### src/rtl/uart_rx_oversampler.sv
// uart_rx_oversampler: 8N1 UART receiver with an oversampling tick and a
// 2-of-3 majority vote taken around the middle of every bit.
`default_nettype none

module uart_rx_oversampler #(
   parameter int CLK_FREQ   = 100_000_000,
   parameter int BAUD_RATE  = 115200,
   parameter int OVERSAMPLE = 16
) (
   input  logic       clk,
   input  logic       rst,
   input  logic       rx_in,
   output logic [7:0] data,
   output logic       data_valid,
   output logic       frame_err,
   output logic       rx_busy
);

   localparam int DIV_RAW = CLK_FREQ / (BAUD_RATE * OVERSAMPLE);
   localparam int DIV     = (DIV_RAW < 1) ? 1 : DIV_RAW;
   localparam int DIV_W   = (DIV > 1) ? $clog2(DIV) : 1;
   localparam int TICK_W  = $clog2(OVERSAMPLE);

   localparam logic [DIV_W-1:0]  DIV_LAST  = DIV_W'(DIV - 1);
   localparam logic [TICK_W-1:0] TICK_LAST = TICK_W'(OVERSAMPLE - 1);
   localparam logic [TICK_W-1:0] TICK_S0   = TICK_W'(OVERSAMPLE / 2 - 1);
   localparam logic [TICK_W-1:0] TICK_S1   = TICK_W'(OVERSAMPLE / 2);
   localparam logic [TICK_W-1:0] TICK_S2   = TICK_W'(OVERSAMPLE / 2 + 1);

   typedef enum logic [2:0] {
      IDLE      = 3'd0,
      START     = 3'd1,
      DATA      = 3'd2,
      STOP      = 3'd3,
      WAIT_IDLE = 3'd4
   } state_t;

   state_t              state, state_nxt;
   logic                sync1, sync2;
   logic [DIV_W-1:0]    div_cnt;
   logic [TICK_W-1:0]   tick_cnt;
   logic [2:0]          bit_cnt;
   logic                samp0, samp1;
   logic [7:0]          shreg;
   logic                tick, at_mid, bit_end, majority;
   logic                load, ferr_nxt, shift_en;

   // Counters sit at zero in IDLE, so sampling phase is measured from the start edge.
   assign tick     = (state != IDLE) && (div_cnt == DIV_LAST);
   assign at_mid   = tick && (tick_cnt == TICK_S2);
   assign bit_end  = tick && (tick_cnt == TICK_LAST);
   assign majority = (samp0 & samp1) | (samp0 & sync2) | (samp1 & sync2);
   assign rx_busy  = (state != IDLE);

   always_comb begin
      state_nxt = state;
      load      = 1'b0;
      ferr_nxt  = 1'b0;
      shift_en  = 1'b0;
      case (state)
         IDLE: begin
            if (!sync2) state_nxt = START;
         end
         START: begin
            if (at_mid && majority) state_nxt = IDLE;
            else if (bit_end)       state_nxt = DATA;
         end
         DATA: begin
            shift_en = at_mid;
            if (bit_end && (bit_cnt == 3'd7)) state_nxt = STOP;
         end
         STOP: begin
            // Leave at mid stop bit so a following start edge is not missed.
            if (at_mid) begin
               if (majority) begin
                  load      = 1'b1;
                  state_nxt = IDLE;
               end else begin
                  ferr_nxt  = 1'b1;
                  state_nxt = WAIT_IDLE;
               end
            end
         end
         WAIT_IDLE: begin
            if (sync2) state_nxt = IDLE;
         end
         default: state_nxt = IDLE;
      endcase
   end

   always_ff @(posedge clk) begin
      if (rst) begin
         sync1      <= 1'b1;
         sync2      <= 1'b1;
         state      <= IDLE;
         div_cnt    <= '0;
         tick_cnt   <= '0;
         bit_cnt    <= '0;
         samp0      <= 1'b0;
         samp1      <= 1'b0;
         shreg      <= '0;
         data       <= '0;
         data_valid <= 1'b0;
         frame_err  <= 1'b0;
      end else begin
         sync1      <= rx_in;
         sync2      <= sync1;
         state      <= state_nxt;
         data_valid <= load;
         frame_err  <= ferr_nxt;
         if (load) data <= shreg;
         if (state == IDLE) begin
            div_cnt  <= '0;
            tick_cnt <= '0;
            bit_cnt  <= '0;
         end else if (tick) begin
            div_cnt  <= '0;
            tick_cnt <= (tick_cnt == TICK_LAST) ? '0 : tick_cnt + 1'b1;
            if (state == DATA && bit_end) bit_cnt <= bit_cnt + 1'b1;
         end else begin
            div_cnt <= div_cnt + 1'b1;
         end
         if (tick && tick_cnt == TICK_S0) samp0 <= sync2;
         if (tick && tick_cnt == TICK_S1) samp1 <= sync2;
         if (shift_en) shreg <= {majority, shreg[7:1]};
      end
   end

endmodule

`default_nettype wire

### config.mk
export PLATFORM = sky130hd
export DESIGN_NAME = uart_rx_oversampler
export DESIGN_NICKNAME = d
export VERILOG_FILES = /design/src/rtl/uart_rx_oversampler.sv
export SDC_FILE = /design/constraint.sdc
export NUM_CORES = 1
export LEC_CHECK = 0
export CORE_UTILIZATION = 50
export DETAILED_ROUTE_END_ITERATION = 10
export PLACE_DENSITY = 0.81
export SYNTH_ARGS = -nofsm -noshare
export SYNTH_HDL_FRONTEND = slang
export SYNTH_SLANG_ARGS = --single-unit
export TNS_END_PERCENT = 10
### constraint.sdc
create_clock -name clk -period 1.9 [get_ports clk]
set_input_delay 0.38 -clock clk [delete_from_list [all_inputs] [get_ports clk]]
set_output_delay 0.38 -clock clk [all_outputs]
set_load 0.03 [all_outputs]
==> results of run 1 <==
==> power by group <==
part / total, mW / internal, mW / switching, mW / leakage, nW
logic: 0.0373 / 0.0157 / 0.0216 / 0.468
registers: 0.805 / 0.800 / 0.00433 / 0.307
clock network: 0.706 / 0.446 / 0.260 / 0.0585
total: 1.55 / 1.26 / 0.286 / 0.833
==> cells by family (layout without fill, tap and decap cells) <==
kind of cell / Yosys count / count (layout) / synth area share, %
buf+inv: 13 / 30 / 4.199
simple gates: 70 / 70 / 25.64
xor+xnor: 6 / 6 / 3.095
compound gates: 29 / 29 / 9.434
mux: 12 / 12 / 7.075
flops: 38 / 38 / 44.80
fa+ha+maj: 8 / 8 / 5.748
==> per-stage QoR <==
| step | total power [mW] | worst slack (ns) | hold slack, ns | cell area [um2] | std cells |
|---|---|---|---|---|---|
| global placement | 0.8595 | 0.2067 | 0.3917 | 1864 | 229 |
| floorplan | 0.8469 | 0.4490 | 0.3895 | 1698 | 176 |
| CTS | 1.564 | 0.03901 | 0.4263 | 1974 | 237 |
| detailed placement | 0.8609 | 0.1388 | 0.3984 | 1864 | 229 |
| finish | 1.548 | 0.1525 | 0.4212 | 1972 | 237 |
| global route | 1.603 | 0.04224 | 0.4540 | 1972 | 237 |
==> how the worst max path moves through the flow <==
stage	start	endpoint	slack (ns)	cells past startpoint
6_report	data[2]$_SDFFE_PP0P_	data[2]	0.15	1
5_1_grt	div_cnt[0]$_SDFF_PP0_	data[5]$_SDFFE_PP0P_	0.04	5
4_1_cts	state[2]$_SDFFE_PP0P_	rx_busy	0.04	2
3_5_place_dp	div_cnt[0]$_SDFF_PP0_	data[3]$_SDFFE_PP0P_	0.14	5
3_3_place_gp	state[2]$_SDFFE_PP0P_	rx_busy	0.21	2
2_1_floorplan	div_cnt[0]$_SDFF_PP0_	data[0]$_SDFFE_PP0P_	0.45	6
==> metal layers <==
metal / up-vias / GRT usage [%] / share of wire, %
met5: - / 0 / 0
met4: 0 / 11.96 / 3.5
met3: 13 / 7.576 / 4.4
met2: 29 / 31.08 / 48
met1: 616 / 23.47 / 45
li1: 653 / - / -
==> cell usage after synthesis, types with 2 or more instances <==
library cell	count	area, um2
nand4_4	3	63.81
mux2i_1	12	120.1
nand2b_1	2	12.51
nand4_1	4	25.02
or3_1	3	18.77
o21ai_0	11	55.05
or2_2	2	12.51
nand2_1	3	11.26
dfxtp_1	38	760.7
and3b_1	2	17.52
nor2_1	26	97.59
inv_1	4	15.01
xor2_1	4	35.03
buf_4	3	22.52
ha_1	7	87.58
a21oi_1	12	60.06
clkbuf_1	4	15.01
nor3_1	2	10.01
nand3b_1	2	15.01
and3_1	2	12.51
nand3_1	12	60.06
xnor2_1	2	17.52
==> state kept, by name (all words and copies together), names as in the netlist <==
name,count
state,3
shreg,8
data_valid,1
sync1,1
sync2,1
samp0,1
data,8
samp1,1
frame_err,1
bit_cnt,3
div_cnt,6
tick_cnt,4
==> final cells by class <==
cell class	count	area share (%)
clock inverter	2	3.046
timing repair buffer	18	8.249
tap	44	2.792
sequential	38	38.58
clock buffer	6	2.602
multi-input combinational	125	43.97
inverter	4	0.7614
==> qor.csv, run 1 <==
metric,value,unit
status,"finished, final reports clean",
"Avg Cell Area, Syn",9.647,um2
DP HPWL,2.222,mm
Final Net Count,202,
total grt overflow,0,
antenna-violating nets left,0,
Yosys reg bits,38,
pwr dens,784.9,nW/um2
area occupied by multi-input gates,867.1,um2
fin util,63.04,%
DRC,0,
# clock sinks,38,
Die Wd,60.28,um
Die Ht,60.28,um
Worst-Skew Late Latency,0.35,ns
Crit Reg-Reg Startpoint,div_cnt[0]$_SDFF_PP0_,
number of synthesized flops with an enable pin,0,
"CTS clk-pin slew, worst paths",0.12,ns
Final setup viols,0,
CP Cell Sequence,clkdlybuf4s50_1,
gpl congestion,0.8979,
vias in the first global route,1254,
"Hold Vio Cnt, Final",0,
postcts setup bufs,0,
crit path DAT,1.37,ns
Max transition margin,61.96,%
CP Launch Type,register,
Ports,14,
Die ar.,3633,um2
largest net degree at the start of global routing,16,
slowest cell on the critical path,clkdlybuf4s50_1,
Synth Cell Area,1698,um2
Gate Count Post-Synth,176,
Peak VDD IR,0.4746,mV
critical path peak fanout,2,
"commonest non-fill, non-tap cells in the layout","dfxtp_1 (38), nor2_1 (26)",
CTS Buffer Depth,2,
cts hold-fix bufs,0,
Hold WC Path Type,register to register,
row cnt,20,
post_cts resized,1,
total routed wirelength,3.103,mm
Least-Margin Pin Slew,0.5685,ns
GRT Total Usage,20.11,%
RSZ-0062 raised after global routing,no,
slowest cell delay on critical path,0.67,ns
Via Count,1311,
Port Buffers,13,
HP Start,sync1$_SDFF_PP1_,
initial antenna violation count,0,
"Primary FF master, synth",dfxtp_1,
Reg2Reg Depth,5,
H-tree lvl count,2,
fillers,268,
share of cells above drive strength 1,13.47,%
ant diodes,0,
Worst Hold Path Cells,1,
Vias/cell,5.532,
max frequency,0.5722,GHz
Crit path required time,1.52,ns
critical path's top delay family,buffers and inverters,
hold path endpoint,sync2$_SDFF_PP1_,
CP endpoint kind,primary output,
"Async S/R FF share, synth",0,%
Initial DRT Pass Iterations,4,
Core Region,3128,um2
DRT iter0 DRCs,57,
worst reg2reg endpoint,data[3]$_SDFFE_PP0P_,
register area share after synthesis,44.80,%
Clock Skew,0.01191,ns
Storage cell area,760.7,um2
CTS tree,yes,
Final period util,91.98,%
max-cap violations,0,
Static Leak,0.8329,nW
Fin Setup TNS,0,ns
cts bufs inserted,5,
yosys warns,0,
Tmin final,1.748,ns
Netlist cell types,38,
root buffer cell,clkbuf_4,
CP Buf/Inv Count,1,
first-pass GRT wire length,5.285,mm
"commonest non-fill, non-tap cell in the layout",dfxtp_1,
Area Growth Syn to Fin,16.14,%
"Slew Viols, Final",0,
"Net Count, Synth",186,
DR WL/cell,13.09,um
Worst R2R Setup Slack,0.16,ns
CP Class,register to primary output,
initial core utilization,54.28,%
Power figures use the tool's default switching activity.
==> run 2: changes to the inputs <==
CORE_UTILIZATION = 61   (was 50)
DONT_BUFFER_PORTS = 1   (was unset)
PLACE_DENSITY = 0.88   (was 0.81)
==> qor.csv, run 2 (synthesis gave the netlist of run 1 again) <==
metric,value,unit,change
Peak VDD IR,0.8289,mV,+75%
crit path DAT,1.39,ns,+0.02 ns
CP Buf/Inv Count,1,,unchanged
area occupied by multi-input gates,873.3,um2,+0.72%
DP HPWL,2.203,mm,-0.88%
Die ar.,2999,um2,-17%
first-pass GRT wire length,4.864,mm,-8.0%
DRT iter0 DRCs,32,,-44%
CP Cell Sequence,or3_4 -> buf_4,,
Final Net Count,186,,-7.9%
CP endpoint kind,primary output,,
Storage cell area,760.7,um2,unchanged
H-tree lvl count,2,,unchanged
# clock sinks,38,,unchanged
Vias/cell,6.024,,+8.9%
Fin Setup TNS,0,ns,unchanged
Hold WC Path Type,input port to register,,
status,"finished, final reports clean",,
pwr dens,836.1,nW/um2,+6.5%
"worst slack, placed",0.08239,ns,-0.05639 ns
root buffer cell,clkbuf_4,,
Finished Layout Cells,207,,-13%
row cnt,18,,-10%
final instance area,1808,um2,-8.3%
Max transition margin,61.08,%,-0.88 points
DR WL/cell,14.91,um,+14%
Crit path required time,1.52,ns,about the same
GRT Total Usage,23.37,%,+3.3 points
fin util,71.04,%,+8.0 points
share of cells above drive strength 1,12.43,%,-1.0 points
Worst-Skew Late Latency,0.35,ns,about the same
critical path peak fanout,6,,+4
initial core utilization,66.72,%,+12 points
slowest cell delay on critical path,0.46,ns,-0.21 ns
Largest regs,"data (8), shreg (8), div_cnt (6)",,
CTS tree,yes,,
max frequency,0.5650,GHz,-1.3%
"commonest non-fill, non-tap cells in the layout","dfxtp_1 (38), nor2_1 (26), nand3_1 (12), a21oi_1 (12), mux2i_1 (12)",,
"commonest non-fill, non-tap cell in the layout",dfxtp_1,,
worst hold slack,0.08440,ns,-0.3368 ns
antenna-violating nets left,0,,unchanged
Final period util,93.15,%,+1.2 points
max-cap violations,0,,unchanged
Clock Skew,0.01311,ns,+0.001200 ns
total routed wirelength,3.086,mm,-0.55%
Final setup viols,0,,unchanged
Port Buffers,0,,-13
Die Wd,54.76,um,-9.1%
CP Class,register to primary output,,
"Slew Viols, Final",0,,unchanged
cts bufs inserted,5,,unchanged
Area Growth Syn to Fin,6.485,%,
dpl cell area,1694,um2,-9.1%
slowest cell on the critical path,or3_4,,
"CTS clk-pin slew, worst paths",0.12,ns,about the same
Ports,14,,unchanged
total grt overflow,0,,unchanged
Via Count,1247,,-4.9%
Die Ht,54.76,um,-9.1%
largest net degree at the start of global routing,27,,+11
gpl congestion,0.8295,,-7.6%
Tmin final,1.770,ns,+0.02232 ns
Static Leak,0.7664,nW,-8.0%
fillers,192,,-28%
placed cell count,199,,-13%
Power Total,1.512,mW,-2.3%
Core Region,2545,um2,-19%
vias in the first global route,1094,,-13%
initial antenna violation count,0,,unchanged
Initial DRT Pass Iterations,4,,unchanged
postcts setup bufs,0,,unchanged
DRC,0,,unchanged
"Hold Vio Cnt, Final",0,,unchanged
Least-Margin Pin Slew,0.5817,ns,+0.01322 ns
CP Launch Type,register,,
ant diodes,0,,unchanged
post-route setup slack,0.1301,ns,-0.02232 ns
CTS Buffer Depth,2,,unchanged
critical path's top delay family,simple AND/OR/NAND/NOR gates,,
RSZ-0062 raised after global routing,no,,
-- run 2: changes by cell type in the layout (fill, tap and decap cells not counted), sizes merged --
cell,delta
clkdlybuf4s50,-12
clkbuf,-2
buf,-3
clkinv,+1
-- run 2: routing by layer --
metal | part of all wire, % | up-vias | routed length [um] | GRT usage [%]
li1 | - | 619 | - | -
met3 | 4.9 | 5 | 151 | 7.778
met5 | 0 | - | 0 | 0
met4 | 1.4 | 0 | 43 | 10.68
met2 | 50 | 38 | 1555 | 38.55
met1 | 43 | 585 | 1335 | 26.97
-- run 2: layout make-up --
cell class	instances	share of cell area [%]
Inverter	4	0.8305
Clock inverter	3	3.806
Clock buffer	5	2.076
Multi-Input combinational cell	125	48.30
Tap cell	30	2.076
Timing Repair Buffer	2	0.8305
Sequential cell	38	42.08
-- run 2: final timing paths --
| path | slack, ns | cells after the start | startpoint | end |
|---|---|---|---|---|
| worst min register to register | 0.42 | 1 | sync1$_SDFF_PP1_ | sync2$_SDFF_PP1_ |
| worst min-delay path | 0.08 | 1 | rst | shreg[6]$_SDFFE_PP0P_ |
| worst max register to register | 0.13 | 5 | div_cnt[0]$_SDFF_PP0_ | data[6]$_SDFFE_PP0P_ |
| worst max-delay path | 0.13 | 2 | state[2]$_SDFFE_PP0P_ | rx_busy |
-- run 2: report_power, final --
part / leakage [nW] / total (mW) / internal (mW) / switching [mW]
Sequential: 0.307 / 0.805 / 0.800 / 0.00424
Combinational: 0.404 / 0.0221 / 0.00921 / 0.0129
Clock: 0.0554 / 0.685 / 0.412 / 0.273
-- run 2: repair_timing --
item                                    4_1_cts  5_1_grt
endpoints found under the setup margin        0        7
resized for setup                             0        2
hold buffers                                  0        0
==> run 3: changes to the inputs <==
CTS_CLUSTER_DIAMETER = 100   (was unset)
==> results of run 3 <==
The final DEF is identical to that of run 2; final timing and power are the same.
